==> src/rtl/io_responder.sv <==
// io_responder
//   I/O execution unit for the CPU control FSM. When the FSM enters its Io
//   state (one-hot bit 6), the unit starts exactly one device transaction. It
//   runs a req/ack handshake on the device bus and returns a one-cycle io_done
//   pulse. Input ops also return read data and a register-file write strobe.
//   If the device never acknowledges, the unit aborts after TIMEOUT cycles and
//   flags io_err. TIMEOUT = 0 disables the abort.
//
// Ports
//   clk, rst              clock (rising edge), asynchronous active-high reset
//   state[8:0]            one-hot FSM state, bit 6 = Io
//   io_dir                0 = input (device->CPU), 1 = output (CPU->device)
//   io_addr, io_wdata     port address / write data from the decoded instruction
//   dev_req, dev_we       device request, device write enable (latched io_dir)
//   dev_addr, dev_wdata   latched address / write data, stable during a request
//   dev_ack, dev_rdata    one-cycle device acknowledge, read data valid with ack
//   io_done, io_err       completion pulse, timeout flag (held until next done)
//   rd_data, rd_we        captured read data, one-cycle register write strobe
module io_responder #(
  parameter int DATA_W  = 8,
  parameter int ADDR_W  = 4,
  parameter int TIMEOUT = 255
) (
  input  logic              clk,
  input  logic              rst,
  input  logic [8:0]        state,
  input  logic              io_dir,
  input  logic [ADDR_W-1:0] io_addr,
  input  logic [DATA_W-1:0] io_wdata,
  output logic              dev_req,
  output logic              dev_we,
  output logic [ADDR_W-1:0] dev_addr,
  output logic [DATA_W-1:0] dev_wdata,
  input  logic              dev_ack,
  input  logic [DATA_W-1:0] dev_rdata,
  output logic              io_done,
  output logic              io_err,
  output logic [DATA_W-1:0] rd_data,
  output logic              rd_we
);

  // Keep the counter at least one bit wide so TIMEOUT = 0 still elaborates.
  localparam int CNT_W = (TIMEOUT > 0) ? $clog2(TIMEOUT + 1) : 1;

  typedef enum logic [1:0] {
    IDLE,
    REQ,
    DONE
  } fsm_t;

  fsm_t             fsm;
  logic             state_io_q;
  logic [CNT_W-1:0] cnt;
  logic             start;
  logic             terminal;

  // Only the Io bit of the one-hot state matters here.
  logic unused_state;
  assign unused_state = ^{state[8:7], state[5:0]};

  // Rising edge of the Io bit. This allows one transaction per Io visit, even
  // when the FSM stays in Io after io_done.
  assign start = state[6] & ~state_io_q;

  assign terminal = (TIMEOUT != 0) && (cnt == CNT_W'(TIMEOUT - 1));

  always_ff @(posedge clk or posedge rst) begin
    if (rst) begin
      fsm        <= IDLE;
      state_io_q <= 1'b0;
      cnt        <= '0;
      dev_req    <= 1'b0;
      dev_we     <= 1'b0;
      dev_addr   <= '0;
      dev_wdata  <= '0;
      io_done    <= 1'b0;
      io_err     <= 1'b0;
      rd_data    <= '0;
      rd_we      <= 1'b0;
    end else begin
      state_io_q <= state[6];
      io_done    <= 1'b0;
      rd_we      <= 1'b0;

      case (fsm)
        IDLE: begin
          if (start) begin
            dev_we    <= io_dir;
            dev_addr  <= io_addr;
            dev_wdata <= io_wdata;
            dev_req   <= 1'b1;
            cnt       <= '0;
            fsm       <= REQ;
          end
        end

        REQ: begin
          if (!state[6]) begin
            // The FSM has left Io, so drop the request without reporting completion.
            dev_req <= 1'b0;
            fsm     <= IDLE;
          end else if (dev_ack) begin
            // An ack in the terminal-count cycle takes priority over the timeout.
            dev_req <= 1'b0;
            if (!dev_we) begin
              rd_data <= dev_rdata;
            end
            io_err  <= 1'b0;
            io_done <= 1'b1;
            rd_we   <= ~dev_we;
            fsm     <= DONE;
          end else if (terminal) begin
            dev_req <= 1'b0;
            if (!dev_we) begin
              rd_data <= '1;
            end
            io_err  <= 1'b1;
            io_done <= 1'b1;
            rd_we   <= ~dev_we;
            fsm     <= DONE;
          end else if (cnt != '1) begin
            cnt <= cnt + 1'b1;
          end
        end

        DONE: begin
          fsm <= IDLE;
        end

        default: begin
          fsm <= IDLE;
        end
      endcase
    end
  end

endmodule

==> config.mk <==
export PLATFORM = sky130hd
export DESIGN_NAME = io_responder
export DESIGN_NICKNAME = d
export VERILOG_FILES = /design/src/rtl/io_responder.sv
export SDC_FILE = /design/constraint.sdc
export NUM_CORES = 1
export LEC_CHECK = 0
export ABC_AREA = 1
export CAP_MARGIN = 20
export CORE_UTILIZATION = 35
export DETAILED_ROUTE_END_ITERATION = 7
export PLACE_DENSITY_LB_ADDON = 0.1
export SLEW_MARGIN = 20
export SYNTH_ARGS = -nofsm -noshare
export SYNTH_HDL_FRONTEND = slang
export SYNTH_SLANG_ARGS = --single-unit
==> constraint.sdc <==
create_clock -name clk -period 4.1 [get_ports clk]
set_clock_uncertainty 0.1 [all_clocks]
set_input_delay 0.615 -clock clk [delete_from_list [all_inputs] [get_ports clk]]
set_output_delay 0.615 -clock clk [all_outputs]
set_load 0.02 [all_outputs]
==> results of run 1 <==
## routing by layer
layer  vias up  track usage (%)  wire, um
li1        670                -         -
met1       624            19.28      1632
met2        29            22.75      1505
met3         5            4.923       176
met4         0            7.843        42
met5         -                0         0
## synth_stat cells
cell | number | area, um2
buf_6 | 2 | 22.52
o21a_1 | 1 | 7.510
nor2_2 | 2 | 12.51
inv_2 | 3 | 11.26
nand2_4 | 1 | 11.26
nor2_4 | 3 | 33.78
o21ai_2 | 8 | 70.07
inv_1 | 15 | 56.30
nand2_2 | 5 | 31.28
o21ai_0 | 5 | 25.02
nor3_1 | 1 | 5.000
mux2_1 | 7 | 78.83
dfrtp_1 | 36 | 900.9
nand3_1 | 10 | 50.05
ha_1 | 2 | 25.02
a21oi_1 | 3 | 15.01
nor2_1 | 21 | 78.83
nand3_2 | 2 | 20.02
nand2_1 | 43 | 161.4
mux2_2 | 5 | 56.30
nand3_4 | 2 | 35.03
## final cells by class
| cell class | instances | area share (%) |
|---|---|---|
| Timing Repair Buffer | 50 | 20.97 |
| Multi-Input combinational cell | 121 | 30.19 |
| Clock buffer | 6 | 3.056 |
| Clock inverter | 2 | 1.475 |
| Tap cell | 67 | 3.530 |
| Sequential cell | 36 | 37.93 |
| Inverter | 18 | 2.845 |
## worst paths after layout
kind / depth (start not counted) / end / from
hold reg to reg: 2 / dev_req$_DFFE_PP0P_ / dev_req$_DFFE_PP0P_
setup reg to reg: 9 / rd_data[1]$_DFFE_PP0P_ / cnt[0]$_DFFE_PP0P_
min in group asynchronous: 3 / dev_wdata[5]$_DFFE_PP0P_ / rst
setup / recovery: 1 / rd_data[0] / rd_data[0]$_DFFE_PP0P_
max in group asynchronous: 3 / dev_wdata[1]$_DFFE_PP0P_ / rst
hold / removal: 2 / dev_req$_DFFE_PP0P_ / dev_req$_DFFE_PP0P_
## power groups by stage
| stage | combinational, mW | clock, mW | sequential (mW) |
|---|---|---|---|
| 2_1_floorplan | 0.107 | 0 | 0.555 |
| 3_3_place_gp | 0.371 | 0 | 0.470 |
| 3_5_place_dp | 0.370 | 0 | 0.474 |
| 4_1_cts | 0.371 | 0.320 | 0.468 |
| 5_1_grt | 0.395 | 0.331 | 0.478 |
| 6_report | 0.366 | 0.303 | 0.467 |
## worst min-delay path: stages (launching register included)
cell     delay, ps
dfrtp_1        350
nand2_1         50
nand2_1         40
## through the flow
stage               instances  hold WS [ps]  setup slack, ps
CTS                       300         381.0             2080
detailed placement        292         361.4             1831
global route              300         409.3             2022
finish                    300         374.3             2097
floorplan                 177         365.6             2528
global placement          292         358.6             1842
## registers in the layout, summed over array words and instances, names as in the netlist
name        count
cnt             8
dev_addr        4
dev_req         1
dev_wdata       8
dev_we          1
fsm             2
io_done         1
io_err          1
rd_data         8
rd_we           1
state_io_q      1
## cell families after synthesis
kind of cell             synth area share (%)
buffers and inverters                   5.274
multiplexers                            7.912
adder cells (fa/ha/maj)                 1.465
AO/OA/AOI/OAI                           6.886
AND/OR/NAND/NOR                         25.71
flip-flops                              52.75
==> flow_metrics.py, run 1 <==
metrics = {
    "critical_path": {
        "crit_required_ps": 3380,
        "slowest_stage": "clkdlybuf4s50_1",
        "cp_cell_sequence": "clkdlybuf4s50_1",
        "end_kind": "output port",
        "reg2reg_slack_ps": 2420,
        "arrival_ps": 1290,
        "crit_type": "register to output port",
        "start_kind": "register",
        "cp.buffers_inverters": 1,
        "cp_max_fo": 2,
        "cp_top_family": "buffers and inverters",
        "slowest_delay_ps": 620,
    },
    "clocking": {
        "ctsRootBufferMaster": "clkbuf_8",
        "clk_path_buf_depth": 2,
        "cts_setup_buffers": 0,
        "clkLatencyLatePin_ps": 290,
        "clock-sinks": 36,
        "path_clk_slew_ps": 70,
        "cts_tree": "done",
        "numCtsBuffers": 5,
        "htree_levels": 2,
        "ctsResizeCount": 0,
        "cts_hold_buf": 0,
    },
    "yosys": {
        "yosysSeqAreaShare_pct": 52.75,
        "synth-seq-cells": 36,
        "syn_area_per_cell_um2": 9.649,
        "synth_area_um2": 1708,
        "yosysUniqueCellTypes": 21,
        "syn-num-nets": 212,
        "yosys_warnings": 0,
        "syn_inst": 177,
    },
    "placed_design": {
        "io_buffers": 49,
        "place_hpwl_um": 2397,
        "gp_congestion": 0.7640,
        "place_area_um2": 2267,
    },
    "route": {
        "firstDrtPassIters": 4,
        "antenna_left": 0,
        "post_drt_wl_per_cell_um": 11.18,
        "wl_um": 3355,
        "vias": 1328,
        "drcViolationCount": 0,
        "via_per_inst": 4.427,
        "drt_iter0_drc": 33,
    },
    "power": {
        "clkPwrFrac_pct": 26.7,
        "internal_power_uw": 791.5,
        "p_leak_nw": 1.091,
        "p_total_mw": 1.136,
        "power_switching_uw": 344.8,
        "comb_power_share_pct": 32.2,
        "powerDensity_nw_per_um2": 478.5,
        "sw_frac_of_total_pct": 30.35,
        "p_seq_share_pct": 41.1,
        "ir_worst_vdd_mv": 0.1904,
    },
    "timing": {
        "hold_viol_final": 0,
        "fin_crit_sh_pct": 48.86,
        "clock.fmax_mhz": 499.2,
        "period_needed_ps": 2003,
        "setup_tns_ps": 0,
        "rsz0062_at_grt": "no",
        "drv_slew": 0,
        "slew_headroom_pct": 69.35,
        "tightest_slew_ps": 459.7,
        "setup_viol": 0,
    },
    "cells_and_area": {
        "layout-drive-gt1-share_pct": 16.74,
        "seq_area_um2": 900.9,
        "multi_input_area_um2": 716.9,
        "fin_nets": 267,
        "fillers": 441,
        "syn_to_final_growth_pct": 39.05,
        "antenna_cells": 0,
        "final_area_um2": 2375,
        "final_common_cell": "clkdlybuf4s50_1",
        "final_core_util_pct": 50.28,
        "final_cell_mix": "49 x clkdlybuf4s50_1, 43 x nand2_1, 36 x dfrtp_1",
    },
    "hold_path": {
        "hp-class": "register to register",
    },
    "global_route": {
        "grt_usage_pct": 15.06,
        "grt_pass1_vias": 1282,
        "grt_max_degree": 37,
        "grt_antenna_before_repair": 0,
        "grt_pass1_wl_um": 5851,
        "grt_overflow": 0,
    },
    "die": {
        "rows": 25,
        "fp.dieW_um": 71.86,
        "die-area_um2": 5163,
        "start_util_pct": 36.16,
        "io_pins": 58,
        "core_um2": 4723,
        "die-height_um": 71.86,
    },
    "flow_run": {
        "maxCapViolCount": 0,
    },
    "status": {
        "outcome": "finished, final reports clean",
    },
}
Power figures use the tool's default switching activity.
==> inputs of run 2 (changes only) <==
==> constraint.sdc (replaced) <==
create_clock -name clk -period 1.87 [get_ports clk]
set_clock_uncertainty 0.1 [all_clocks]
set_input_delay 0.2805 -clock clk [delete_from_list [all_inputs] [get_ports clk]]
set_output_delay 0.2805 -clock clk [all_outputs]
set_load 0.02 [all_outputs]
==> run 2 against run 1 <==
Via count down 2.5%. First-iteration DRC count rose to 3.3 times the previous value. Flip-flop and latch count is the same. Worst hold slack got worse by 120 ps.
==> flow_metrics.py, run 2 (synthesis gave the netlist of run 1 again) <==
metrics = {
    "status": {
        "outcome": "finished, final reports clean",
    },
    "timing": {
        "setup_tns_ps": 0,
        "clock.fmax_mhz": 607.5,
        "slew_headroom_pct": 81.47,
        "holdWs_ps": 254.6,
        "setup_viol": 0,
        "drv_slew": 0,
        "hold_viol_final": 0,
        "rsz0062_at_grt": "no",
        "period_needed_ps": 1646,
        "tightest_slew_ps": 277.9,
        "fin_crit_sh_pct": 88.03,
    },
    "hold_path": {
        "hp-class": "input port to async pin",
    },
    "global_route": {
        "use_met3_pct": 4.923,
        "grtUsageMet1_pct": 20.52,
        "grt.busiest_layer": "met2",
        "use_met2_pct": 22.43,
        "grt_overflow": 0,
        "grt_pass1_wl_um": 6009,
        "grt_max_degree": 37,
        "grt_usage_pct": 15.11,
        "grt_antenna_before_repair": 0,
        "grt_pass1_vias": 1316,
    },
    "placed_design": {
        "io_buffers": 49,
        "place_inst": 295,
        "place_hpwl_um": 2378,
        "gp_congestion": 0.7492,
    },
    "critical_path": {
        "end_kind": "output port",
        "crit_required_ps": 1490,
        "cp_top_family": "buffers and inverters",
        "reg2reg_from": "cnt[0]$_DFFE_PP0P_",
        "crit_end": "rd_data[0]",
        "cp.buffers_inverters": 1,
        "cp-startpoint": "rd_data[0]$_DFFE_PP0P_",
        "cp_max_fo": 2,
        "reg2reg_slack_ps": 280,
        "r2r_end": "rd_data[2]$_DFFE_PP0P_",
        "slowest_delay_ps": 620,
        "slowest_stage": "clkdlybuf4s50_1",
        "arrival_ps": 1270,
        "crit_type": "register to output port",
        "worst-path-stages": 1,
        "cp_cell_sequence": "clkdlybuf4s50_1",
        "r2r_cells": 9,
        "start_kind": "register",
    },
    "power": {
        "powerDensity_nw_per_um2": 998.9,
        "ir_worst_vdd_mv": 0.5882,
        "p_leak_nw": 1.101,
    },
    "die": {
        "fp.dieW_um": 71.86,
        "core_um2": 4723,
        "die-height_um": 71.86,
        "start_util_pct": 36.16,
        "io_pins": 58,
        "die-area_um2": 5163,
        "rows": 25,
    },
    "clocking": {
        "clkLatencyLatePin_ps": 280,
        "path_clk_slew_ps": 70,
        "htree_levels": 2,
        "cts_setup_buffers": 0,
        "cts_tree": "done",
        "clk_path_buf_depth": 2,
        "ctsRootBufferMaster": "clkbuf_8",
        "ctsResizeCount": 0,
        "clock-sinks": 36,
        "numCtsBuffers": 5,
        "cts_hold_buf": 0,
    },
    "cells_and_area": {
        "top_regs": "cnt (8), dev_wdata (8), rd_data (8)",
        "syn_to_final_growth_pct": 40.07,
        "fin_nets": 270,
        "instances_no_fill": 303,
        "antenna_cells": 0,
        "final_common_cell": "clkdlybuf4s50_1",
        "final_cell_mix": "49 x clkdlybuf4s50_1, 43 x nand2_1, 36 x dfrtp_1",
        "layout-drive-gt1-share_pct": 17.37,
    },
    "flow_run": {
        "maxCapViolCount": 0,
    },
    "route": {
        "antenna_left": 0,
        "post_drt_wl_per_cell_um": 11.18,
        "drt_iter0_drc": 108,
        "wl_um": 3389,
        "drcViolationCount": 0,
        "via_per_inst": 4.274,
        "firstDrtPassIters": 4,
        "vias": 1295,
    },
}
==> run 2: cell count changes in the layout (fill, tap and decap cells not counted), sizes merged <==
cell / delta
bufinv: -1
clkinv: -1
clkbuf: +2
buf: +3
==> run 2: how the worst min path moves through the flow <==
stage                                    from                    to  depth (start not counted)
after CTS                                 rst    cnt[1]$_DFFE_PP0P_                          3
after global routing                      rst    cnt[7]$_DFFE_PP0P_                          3
after global placement    dev_req$_DFFE_PP0P_   dev_req$_DFFE_PP0P_                          2
final                                     rst    cnt[1]$_DFFE_PP0P_                          3
after detailed placement  dev_req$_DFFE_PP0P_   dev_req$_DFFE_PP0P_                          2
after floorplan                      state[6]  state_io_q$_DFF_PP0_                          0
==> run 2: final cells by class <==
| type | instances | area, um2 |
|---|---|---|
| fill | 443 | 2331 |
| timing repair buffer | 53 | 533.0 |
| multi-input combinational | 121 | 716.9 |
| tap | 67 | 83.83 |
| inverter | 18 | 67.56 |
| sequential | 36 | 900.9 |
| clock buffer | 8 | 90.09 |
==> run 2: routing by layer <==
layer / wire length, um / vias to the layer above
li1: - / 678
met1: 1628 / 584
met2: 1512 / 31
met3: 219 / 2
met4: 29 / 0
met5: 0 / -
==> run 2: through the flow <==
step	power [mW]	utilization, %	area (um2)	setup WS (ps)
floorplan	1.450	-	1708	379.3
global placement	1.857	48.74	2302	23.86
CTS	2.430	50.65	2392	209.8
global route	2.526	50.65	2392	70.37
finish	2.390	50.65	2392	223.9
detailed placement	1.858	48.74	2302	8.499
==> run 2: power by group <==
group / total [mW] / internal, mW / switching (mW) / leakage [nW]
combinational: 0.819 / 0.415 / 0.404 / 0.602
sequential: 1.01 / 0.935 / 0.0795 / 0.453
clock: 0.556 / 0.300 / 0.256 / 0.0455
total: 2.39 / 1.65 / 0.739 / 1.10
